$ cat src/rtl/spi_dopi_read_seq.sv
// spi_dopi_read_seq: octal DTR (8D-8D-8D) flash read sequencer.
// Drives cmd/addr/dummy phases and packs DQS byte pairs into 32-bit words.
module spi_dopi_read_seq #(
  parameter int DUMMY_CYCLES = 20,
  parameter int CSH_CYCLES   = 3,
  parameter int TIMEOUT      = 64
) (
  input  logic        clk,
  input  logic        rst_n,
  input  logic        req_valid,
  output logic        req_ready,
  input  logic [31:0] req_addr,
  input  logic [7:0]  req_len,
  output logic        rd_valid,
  output logic [31:0] rd_data,
  output logic        rd_last,
  output logic        err,
  output logic        cs_n,
  output logic        sclk_en,
  output logic [15:0] dq_o,
  output logic        dq_oe,
  input  logic [15:0] dq_i,
  input  logic        dq_i_valid
);

  localparam int DW = $clog2(DUMMY_CYCLES + 1);
  localparam int CW = $clog2(CSH_CYCLES + 1);
  localparam int IW = $clog2(TIMEOUT + 1);

  typedef enum logic [2:0] {
    IDLE, CMD, ADDR_H, ADDR_L,
    DUMMY, DATA, DRAIN, CS_HOLD
  } state_e;

  state_e        state_q, state_d;
  logic [31:0]   addr_q, addr_d;
  logic [8:0]    words_q, words_d;
  logic [9:0]    beats_q, beats_d;
  logic [9:0]    tgt_q, tgt_d;
  logic [DW-1:0] dmy_q, dmy_d;
  logic [CW-1:0] csh_q, csh_d;
  logic [IW-1:0] idle_q, idle_d;
  logic          half_q, half_d;
  logic [15:0]   lo_q, lo_d;
  logic [31:0]   rd_data_q, rd_data_d;
  logic          rd_valid_q, rd_valid_d;
  logic          rd_last_q, rd_last_d;
  logic          err_q, err_d;

  logic [8:0] len_w;
  logic       in_rx;
  logic       cap;
  logic       last_done;
  logic       abort;
  logic       beats_done;

  assign len_w = (req_len == 8'd0) ? 9'd256 : {1'b0, req_len};
  assign in_rx = (state_q == DATA) || (state_q == DRAIN);
  assign cap = in_rx && dq_i_valid;
  assign last_done = cap && half_q && (words_q == 9'd1);
  assign abort = in_rx && !dq_i_valid && (idle_q == IW'(TIMEOUT - 1));
  assign beats_done = (state_q == DATA) && (beats_q + 10'd1 == tgt_q);

  always_ff @(posedge clk or negedge rst_n) begin
    if (!rst_n) begin
      state_q    <= IDLE;
      addr_q     <= '0;
      words_q    <= '0;
      beats_q    <= '0;
      tgt_q      <= '0;
      dmy_q      <= '0;
      csh_q      <= '0;
      idle_q     <= '0;
      half_q     <= 1'b0;
      lo_q       <= '0;
      rd_data_q  <= '0;
      rd_valid_q <= 1'b0;
      rd_last_q  <= 1'b0;
      err_q      <= 1'b0;
    end else begin
      state_q    <= state_d;
      addr_q     <= addr_d;
      words_q    <= words_d;
      beats_q    <= beats_d;
      tgt_q      <= tgt_d;
      dmy_q      <= dmy_d;
      csh_q      <= csh_d;
      idle_q     <= idle_d;
      half_q     <= half_d;
      lo_q       <= lo_d;
      rd_data_q  <= rd_data_d;
      rd_valid_q <= rd_valid_d;
      rd_last_q  <= rd_last_d;
      err_q      <= err_d;
    end
  end

  always_comb begin
    state_d = state_q;
    unique case (state_q)
      IDLE:    if (req_valid) state_d = CMD;
      CMD:     state_d = ADDR_H;
      ADDR_H:  state_d = ADDR_L;
      ADDR_L:  state_d = DUMMY;
      DUMMY:   if (dmy_q == '0) state_d = DATA;
      DATA: begin
        if (last_done || abort) state_d = CS_HOLD;
        else if (beats_done)    state_d = DRAIN;
      end
      DRAIN:   if (last_done || abort) state_d = CS_HOLD;
      CS_HOLD: if (csh_q == '0) state_d = IDLE;
    endcase
  end

  always_comb begin
    addr_d     = addr_q;
    words_d    = words_q;
    beats_d    = beats_q;
    tgt_d      = tgt_q;
    dmy_d      = dmy_q;
    csh_d      = csh_q;
    idle_d     = idle_q;
    half_d     = half_q;
    lo_d       = lo_q;
    rd_data_d  = rd_data_q;
    rd_valid_d = 1'b0;
    rd_last_d  = 1'b0;
    err_d      = 1'b0;

    if (state_q == IDLE && req_valid) begin
      addr_d  = req_addr & ~32'h1;
      words_d = len_w;
      tgt_d   = {len_w, 1'b0};
    end
    if (state_q == ADDR_L) dmy_d = DW'(DUMMY_CYCLES - 1);
    if (state_q == DUMMY) begin
      if (dmy_q != '0) dmy_d = dmy_q - DW'(1);
      beats_d = '0;
      idle_d  = '0;
      half_d  = 1'b0;
    end
    if (state_q == DATA) beats_d = beats_q + 10'd1;
    if (in_rx) idle_d = dq_i_valid ? '0 : idle_q + IW'(1);

    // First pair forms the low half; wire order is rising byte first.
    if (cap) begin
      if (!half_q) begin
        lo_d   = {dq_i[7:0], dq_i[15:8]};
        half_d = 1'b1;
      end else begin
        rd_data_d  = {dq_i[7:0], dq_i[15:8], lo_q};
        half_d     = 1'b0;
        rd_valid_d = 1'b1;
        words_d    = words_q - 9'd1;
        rd_last_d  = (words_q == 9'd1);
      end
    end
    if (abort) begin
      err_d  = 1'b1;
      half_d = 1'b0;
    end

    if (state_d == CS_HOLD && state_q != CS_HOLD)
      csh_d = CW'(CSH_CYCLES - 1);
    else if (state_q == CS_HOLD && csh_q != '0)
      csh_d = csh_q - CW'(1);
  end

  always_comb begin
    req_ready = 1'b0;
    cs_n      = 1'b0;
    sclk_en   = 1'b0;
    dq_o      = '0;
    dq_oe     = 1'b0;
    unique case (state_q)
      IDLE: begin
        req_ready = 1'b1;
        cs_n      = 1'b1;
      end
      CMD: begin
        sclk_en = 1'b1;
        dq_oe   = 1'b1;
        dq_o    = 16'hEE11;
      end
      ADDR_H: begin
        sclk_en = 1'b1;
        dq_oe   = 1'b1;
        dq_o    = addr_q[31:16];
      end
      ADDR_L: begin
        sclk_en = 1'b1;
        dq_oe   = 1'b1;
        dq_o    = addr_q[15:0];
      end
      DUMMY:   sclk_en = 1'b1;
      DATA:    sclk_en = 1'b1;
      DRAIN:   sclk_en = 1'b0;
      CS_HOLD: cs_n = 1'b1;
    endcase
  end

  assign rd_valid = rd_valid_q;
  assign rd_data  = rd_data_q;
  assign rd_last  = rd_last_q;
  assign err      = err_q;

endmodule

$ cat config.mk
export PLATFORM = sky130hd
export DESIGN_NAME = spi_dopi_read_seq
export DESIGN_NICKNAME = d
export VERILOG_FILES = /design/src/rtl/spi_dopi_read_seq.sv
export SDC_FILE = /design/constraint.sdc
export NUM_CORES = 1
export LEC_CHECK = 0
export CELL_PAD_IN_SITES_DETAIL_PLACEMENT = 1
export CELL_PAD_IN_SITES_GLOBAL_PLACEMENT = 1
export CORE_ASPECT_RATIO = 2
export CORE_UTILIZATION = 42
export CTS_CLUSTER_DIAMETER = 120
export DETAILED_ROUTE_END_ITERATION = 6
export GPL_TIMING_DRIVEN = 1
export PLACE_DENSITY_LB_ADDON = 0.1
export SYNTH_ARGS = -nofsm -noshare
export SYNTH_HDL_FRONTEND = slang
export SYNTH_SLANG_ARGS = --single-unit
$ cat constraint.sdc
create_clock -name clk -period 4.5 [get_ports clk]
set_clock_uncertainty 0.15 [all_clocks]
set_input_delay 0.675 -clock clk [delete_from_list [all_inputs] [get_ports clk]]
set_output_delay 0.675 -clock clk [all_outputs]
set_load 0.01 [all_outputs]
==> results.ini, run 1 <==
[timing]
setup_viol=0
fin_hold_ws_ns=0.1517
fin_setup_tns_ns=0
rsz0062_at_grt=false
slew_headroom=0.2985
drv_slew=0
hold_violations=0
worst_pin_slew_ns=1.051
min_period_ns=3.968
post-route-period-util=0.8817
fmax_mhz=252.0

[logic_synthesis]
ys_seq_area_frac=0.5251
netlist.area_leader.share=0.5251
synth_top_area_cell=dfrtp_1
synth_cell_types=65
synth_edf_count=0
async_reset_ff_frac=1.000
synth_common_cells=nand2_1 (250), dfrtp_1 (128), o21ai_0 (42)
syn_avg_cell_area_um2=8.905
synthTopCellsByArea=dfrtp_1 (53%), nand2_1 (15%), o21ai_0 (3.4%)
synth_seq_cells=128
post_synth_instance_area_mm2=0.006100
syn_inst=685
synth_most_common_cell=nand2_1
yosys_most_used_dff=dfrtp_1
yosys_warnings=0
synth_fp_nets=751

[route]
routed_wl_um=18390
drc=0
firstDrtPassIters=4
via_per_inst=5.351
ant_nets=0
vias=5308
wl_per_cell_um=18.54
drt_iter0_markers=246

[power_and_ir_drop]
vdd_drop_max_mv=0.3632
p_per_area_mw_per_mm2=613.7
power_frac_seq=0.371
power_w=0.004866
leakagePower_nw=3.729
p_sw_frac=0.3612
p_sw_w=0.001758
internal_power_w=0.003108
pwr-share-comb=0.351
p_clk_frac=0.279

[clocking]
clkSinkCount=128
htree_levels=4
cts_inserted_buffers=17
cts.repair.resized=0
post_cts_buffers=0
path_clk_slew_ns=0.06
tritoncts=yes
clkLatencyLatePin_ns=0.41
cts_hold_buf=0
clockRootBuffer=clkbuf_16
clockBufferDepth=2

[worst_setup_path]
cp_data_required_time_ns=3.67
critPathMaxStageDelay_ns=0.80
crit_path_end_kind=output pin
cp_max_fo=22
critical-path-slowest-cell=dfrtp_1
arrival_ns=3.14
worstSetupPathType=register to output pin
path_cells=inv_1, nor2_1, nand2_1, a21oi_1, clkdlybuf4s50_1
start_kind=register

[floorplanning]
dieArea_mm2=0.01504
start_util=0.4273
die_w_um=87.22
rows=62
fp.dieH_um=172.4
pin_count=115
coreArea_mm2=0.01427

[finish]
area_growth_syn_to_layout_pct=29.99
multi_input_area_mm2=0.002659
seq_area_mm2=0.003203
nNetsFinal=854
fin_area_mm2=0.007929
fillers=1660
final_layout_size_suffix_gt1_frac=0.08750
n_antenna_cell=0

[global_routing]
grt_util_all_layers=0.2593
grt_first_pass_wirelength_um=29440
grt_pass1_vias=6008
antenna_found_initial=0
grt.overflow.total=0
grt_max_degree=51

[place]
port_buffers=113
dp.final_hpwl_um=12780
gp_congestion=0.8652
placed_cell_area_mm2=0.007351

[outcome]
status=complete, no violations

[worst_hold_path]
hold_path_class=input pin to async pin

[flow_run]
cap_violations=0

-- flip-flops by register name, summed over array words and instances, names as in the netlist --
signal and cells:
addr_q 31, beats_q 10, csh_q 2, dmy_q 5, err 1, half_q 1
idle_q 7, lo_q 16, rd_data 32, rd_last 1, rd_valid 1, state_q 3
tgt_q 9, words_q 9
-- metrics by stage --
stage	setup slack (ns)	instances	utilization
finish	0.5321	992	0.5555
floorplan	2.316	685	-
global placement	1.065	961	0.5150
detailed placement	1.062	961	0.5150
CTS	0.5940	992	0.5555
global route	0.3995	992	0.5555
-- layer usage --
layer	wire length [um]	vias to the layer above	track usage
li1	-	2493	-
met1	6553	2638	0.2544
met2	10270	126	0.4848
met3	692	51	0.05537
met4	878	0	0.1568
met5	0	-	0
-- placed cells by master, fill, tap and decap left out, types with 3 or more instances in the layout --
cell               n
xnor2_1            6
a211o_1            3
a21o_1             3
nor3_1             7
ha_1               6
buf_4              9
or4b_1             3
clkdlybuf4s50_1  112
nand4_1            3
and3_1             4
mux2_2            16
o21ai_0           42
nor4_1             3
nand2b_1           4
xor2_1             6
a311oi_1           4
nor2b_1            4
clkinv_2           3
clkinvlp_4         5
a21oi_1           26
nand3_1           14
clkbuf_16         17
o211ai_1           3
inv_1             14
o31ai_1           10
nand2_1          250
dfrtp_1          128
nor2_1            37
mux2i_1            8
-- power by group through the flow --
| stage | Clock [W] | Combinational, W | Sequential, W |
|---|---|---|---|
| floorplan | 0 | 0.00102 | 0.00174 |
| global placement | 0 | 0.00164 | 0.00178 |
| detailed placement | 0 | 0.00171 | 0.00182 |
| CTS | 0.00138 | 0.00173 | 0.00181 |
| global route | 0.00143 | 0.00188 | 0.00185 |
| finish | 0.00136 | 0.00171 | 0.00180 |
-- path summary, 6_finish.rpt --
check	from	to	slack, ns	cells after the start
setup / recovery	state_q[1]$_DFF_PN0_	dq_o[9]	0.53	5
hold / removal	rst_n	rd_data[1]$_DFFE_PN0P_	0.15	1
setup reg to reg	state_q[0]$_DFF_PN0_	words_q[8]$_DFF_PN0_	1.52	6
hold reg to reg	lo_q[15]$_DFFE_PN0P_	rd_data[15]$_DFFE_PN0P_	0.32	2
max in group asynchronous	rst_n	tgt_q[4]$_DFFE_PN0P_	2.99	2
min in group clk	lo_q[15]$_DFFE_PN0P_	rd_data[15]$_DFFE_PN0P_	0.32	2
-- critical path: cells and delay by family, from the launching register on --
| kind | cells | cell delay [ns] |
|---|---|---|
| compound gates | 1 | 0.24 |
| buf+inv | 2 | 1.00 |
| flops | 1 | 0.80 |
| simple gates | 2 | 0.69 |
-- cell families (layout without fill, tap and decap cells) --
kind of cell,Yosys count,count (layout),synth area share
flip-flops,128,128,0.5251
AND/OR/NAND/NOR,351,351,0.2503
buffers and inverters,53,168,0.03897
adder cells (fa/ha/maj),7,7,0.01395
multiplexers,24,24,0.04267
XOR/XNOR,12,12,0.01723
AO/OA/AOI/OAI,110,110,0.1118
-- cell type report --
cell class,count,share of cell area
Clock buffer,18,0.05539
Clock inverter,13,0.01752
Inverter,16,0.007575
Multi-Input combinational cell,504,0.3353
Sequential cell,128,0.4040
Tap cell,192,0.03030
Timing Repair Buffer,121,0.1499
Power figures use the tool's default switching activity.
==> run 2: changes to the inputs <==
--- a/config.mk
+++ b/config.mk
@@ -12,6 +12,7 @@
 export CTS_CLUSTER_DIAMETER = 120
 export DETAILED_ROUTE_END_ITERATION = 6
 export GPL_TIMING_DRIVEN = 1
+export HOLD_SLACK_MARGIN = 0.08
 export PLACE_DENSITY_LB_ADDON = 0.1
 export SYNTH_ARGS = -nofsm -noshare
 export SYNTH_HDL_FRONTEND = slang
==> results of run 2 <==
The final DEF is identical to that of run 1; final timing and power are the same.
==> run 3: changes to the inputs <==
--- a/config.mk
+++ b/config.mk
@@ -8,7 +8,7 @@
 export CELL_PAD_IN_SITES_DETAIL_PLACEMENT = 1
 export CELL_PAD_IN_SITES_GLOBAL_PLACEMENT = 1
 export CORE_ASPECT_RATIO = 2
-export CORE_UTILIZATION = 42
+export CORE_UTILIZATION = 35
 export CTS_CLUSTER_DIAMETER = 120
 export DETAILED_ROUTE_END_ITERATION = 6
 export GPL_TIMING_DRIVEN = 1
==> run 3 against run 2 <==
Maximum frequency grew 15%. Sequential power about the same. Combinational power is essentially flat. Sequential share of layout area is 0.28 points lower. Register-to-register slack gained 0.27 ns. Sequential cell count unchanged. Global-route usage is 4.4 points lower. Count of clock-buffer cells in the layout increased by 10. Routed wire length is 2.8% lower. Via count shrank 1.1%. Critical endpoint is now sclk_en. Largest cell class unchanged.
==> results.ini, run 3 (synthesized netlist as in run 1, its figures left out) <==
[outcome]
status=complete, no violations

[finish]
multi_input_area_mm2=0.002659
largest_register_ffs=32
fillers=1978
area_growth_syn_to_layout_pct=30.91
final_layout_size_suffix_gt1_frac=0.08250
final_cell_mix=nand2_1 (250), dfrtp_1 (128), clkdlybuf4s50_1 (112)
n_antenna_cell=0
fin_area_mm2=0.007985
nNetsFinal=853
seq_area_mm2=0.003203
layout_commonest_cell=nand2_1

[global_routing]
grt_util_all_layers=0.2156
antenna_found_initial=0
grt_max_degree=71
grtUsageMet1=0.2139
grt.overflow.total=0
grt_use_met3=0.05408
grt_busiest_layer=met2
grtUsageMet2=0.3997
grt_first_pass_wirelength_um=29100
grt_pass1_vias=5859

[clocking]
path_clk_slew_ns=0.06
post_cts_buffers=0
tritoncts=yes
htree_levels=4
clkLatencyLatePin_ns=0.42
clockBufferDepth=2
clockRootBuffer=clkbuf_16
cts_hold_buf=0
cts.repair.resized=0
cts_inserted_buffers=17
clkSinkCount=128

[timing]
fin_hold_ws_ns=0.1788
hold_violations=0
worst_pin_slew_ns=0.9830
post-route-period-util=0.7669
fin_setup_tns_ns=0
min_period_ns=3.451
setup_viol=0
drv_slew=0
slew_headroom=0.3440
rsz0062_at_grt=false
fmax_mhz=289.8

[route]
firstDrtPassIters=4
routed_wl_um=17870
drt_iter0_markers=114
vias=5249
via_per_inst=5.197
wl_per_cell_um=17.70
ant_nets=0
drc=0

[worst_setup_path]
cp_max_fo=26
critPathBufInv=1
r2r_setup_slack_ns=1.79
start_kind=register
crit_path_end_kind=output pin
critPathMaxStageDelay_ns=0.89
arrival_ns=2.63
crit_family=flip-flops
path_cells=nand2b_1, o21ai_0, clkdlybuf4s50_1
cp_data_required_time_ns=3.67
rr_startpoint=state_q[0]$_DFF_PN0_
worstSetupPathType=register to output pin
crit_start=state_q[2]$_DFF_PN0_
critical-path-slowest-cell=dfrtp_1

[power_and_ir_drop]
p_per_area_mw_per_mm2=613.2
power_w=0.004896
vdd_drop_max_mv=0.3230
leakagePower_nw=3.758

[place]
gp_congestion=0.8109
dp.final_hpwl_um=12750
placed_cell_area_mm2=0.007378
port_buffers=113

[floorplanning]
pin_count=115
dieArea_mm2=0.01799
fp.dieH_um=188.7
die_w_um=95.35
rows=68
coreArea_mm2=0.01719
start_util=0.3549

[flow_run]
cap_violations=0

[worst_hold_path]
hold_path_class=input pin to async pin

[run 3: power breakdown]
part	total (W)	leakage, nW	internal (W)	switching [W]
clock network	0.00140	0.301	0.000918	0.000487
registers	0.00177	1.63	0.00149	0.000284
logic	0.00172	1.83	0.000796	0.000924
[run 3: layout make-up]
cell class	count	share of cell area
clock inverter	4	0.008775
timing repair buffer	120	0.1495
inverter	16	0.007521
multi-input combinational	504	0.3330
sequential	128	0.4011
clock buffer	28	0.06722
tap	210	0.03291
[run 3: per-layer routing]
metal  vias to the layer above  share of wire
li1                       2489              -
met1                      2627           0.37
met2                       100           0.56
met3                        33          0.039
met4                         0          0.031
met5                         -              0
[run 3: worst paths after layout]
kind | to | depth (start not counted)
setup / recovery | sclk_en | 3
max in group asynchronous | addr_q[17]$_DFFE_PN0P_ | 2
min in group clk | rd_data[4]$_DFFE_PN0P_ | 2
hold / removal | beats_q[7]$_DFFE_PN0N_ | 1
setup reg to reg | lo_q[14]$_DFFE_PN0P_ | 5
hold reg to reg | rd_data[4]$_DFFE_PN0P_ | 2
[run 3: stage by stage]
step	utilization	setup slack, ns	cells
6_report	0.4646	1.049	1010
5_1_grt	0.4646	0.8766	1010
4_1_cts	0.4646	0.9878	1010
3_5_place_dp	0.4293	1.487	978
3_3_place_gp	0.4293	1.499	978
2_1_floorplan	-	2.316	685
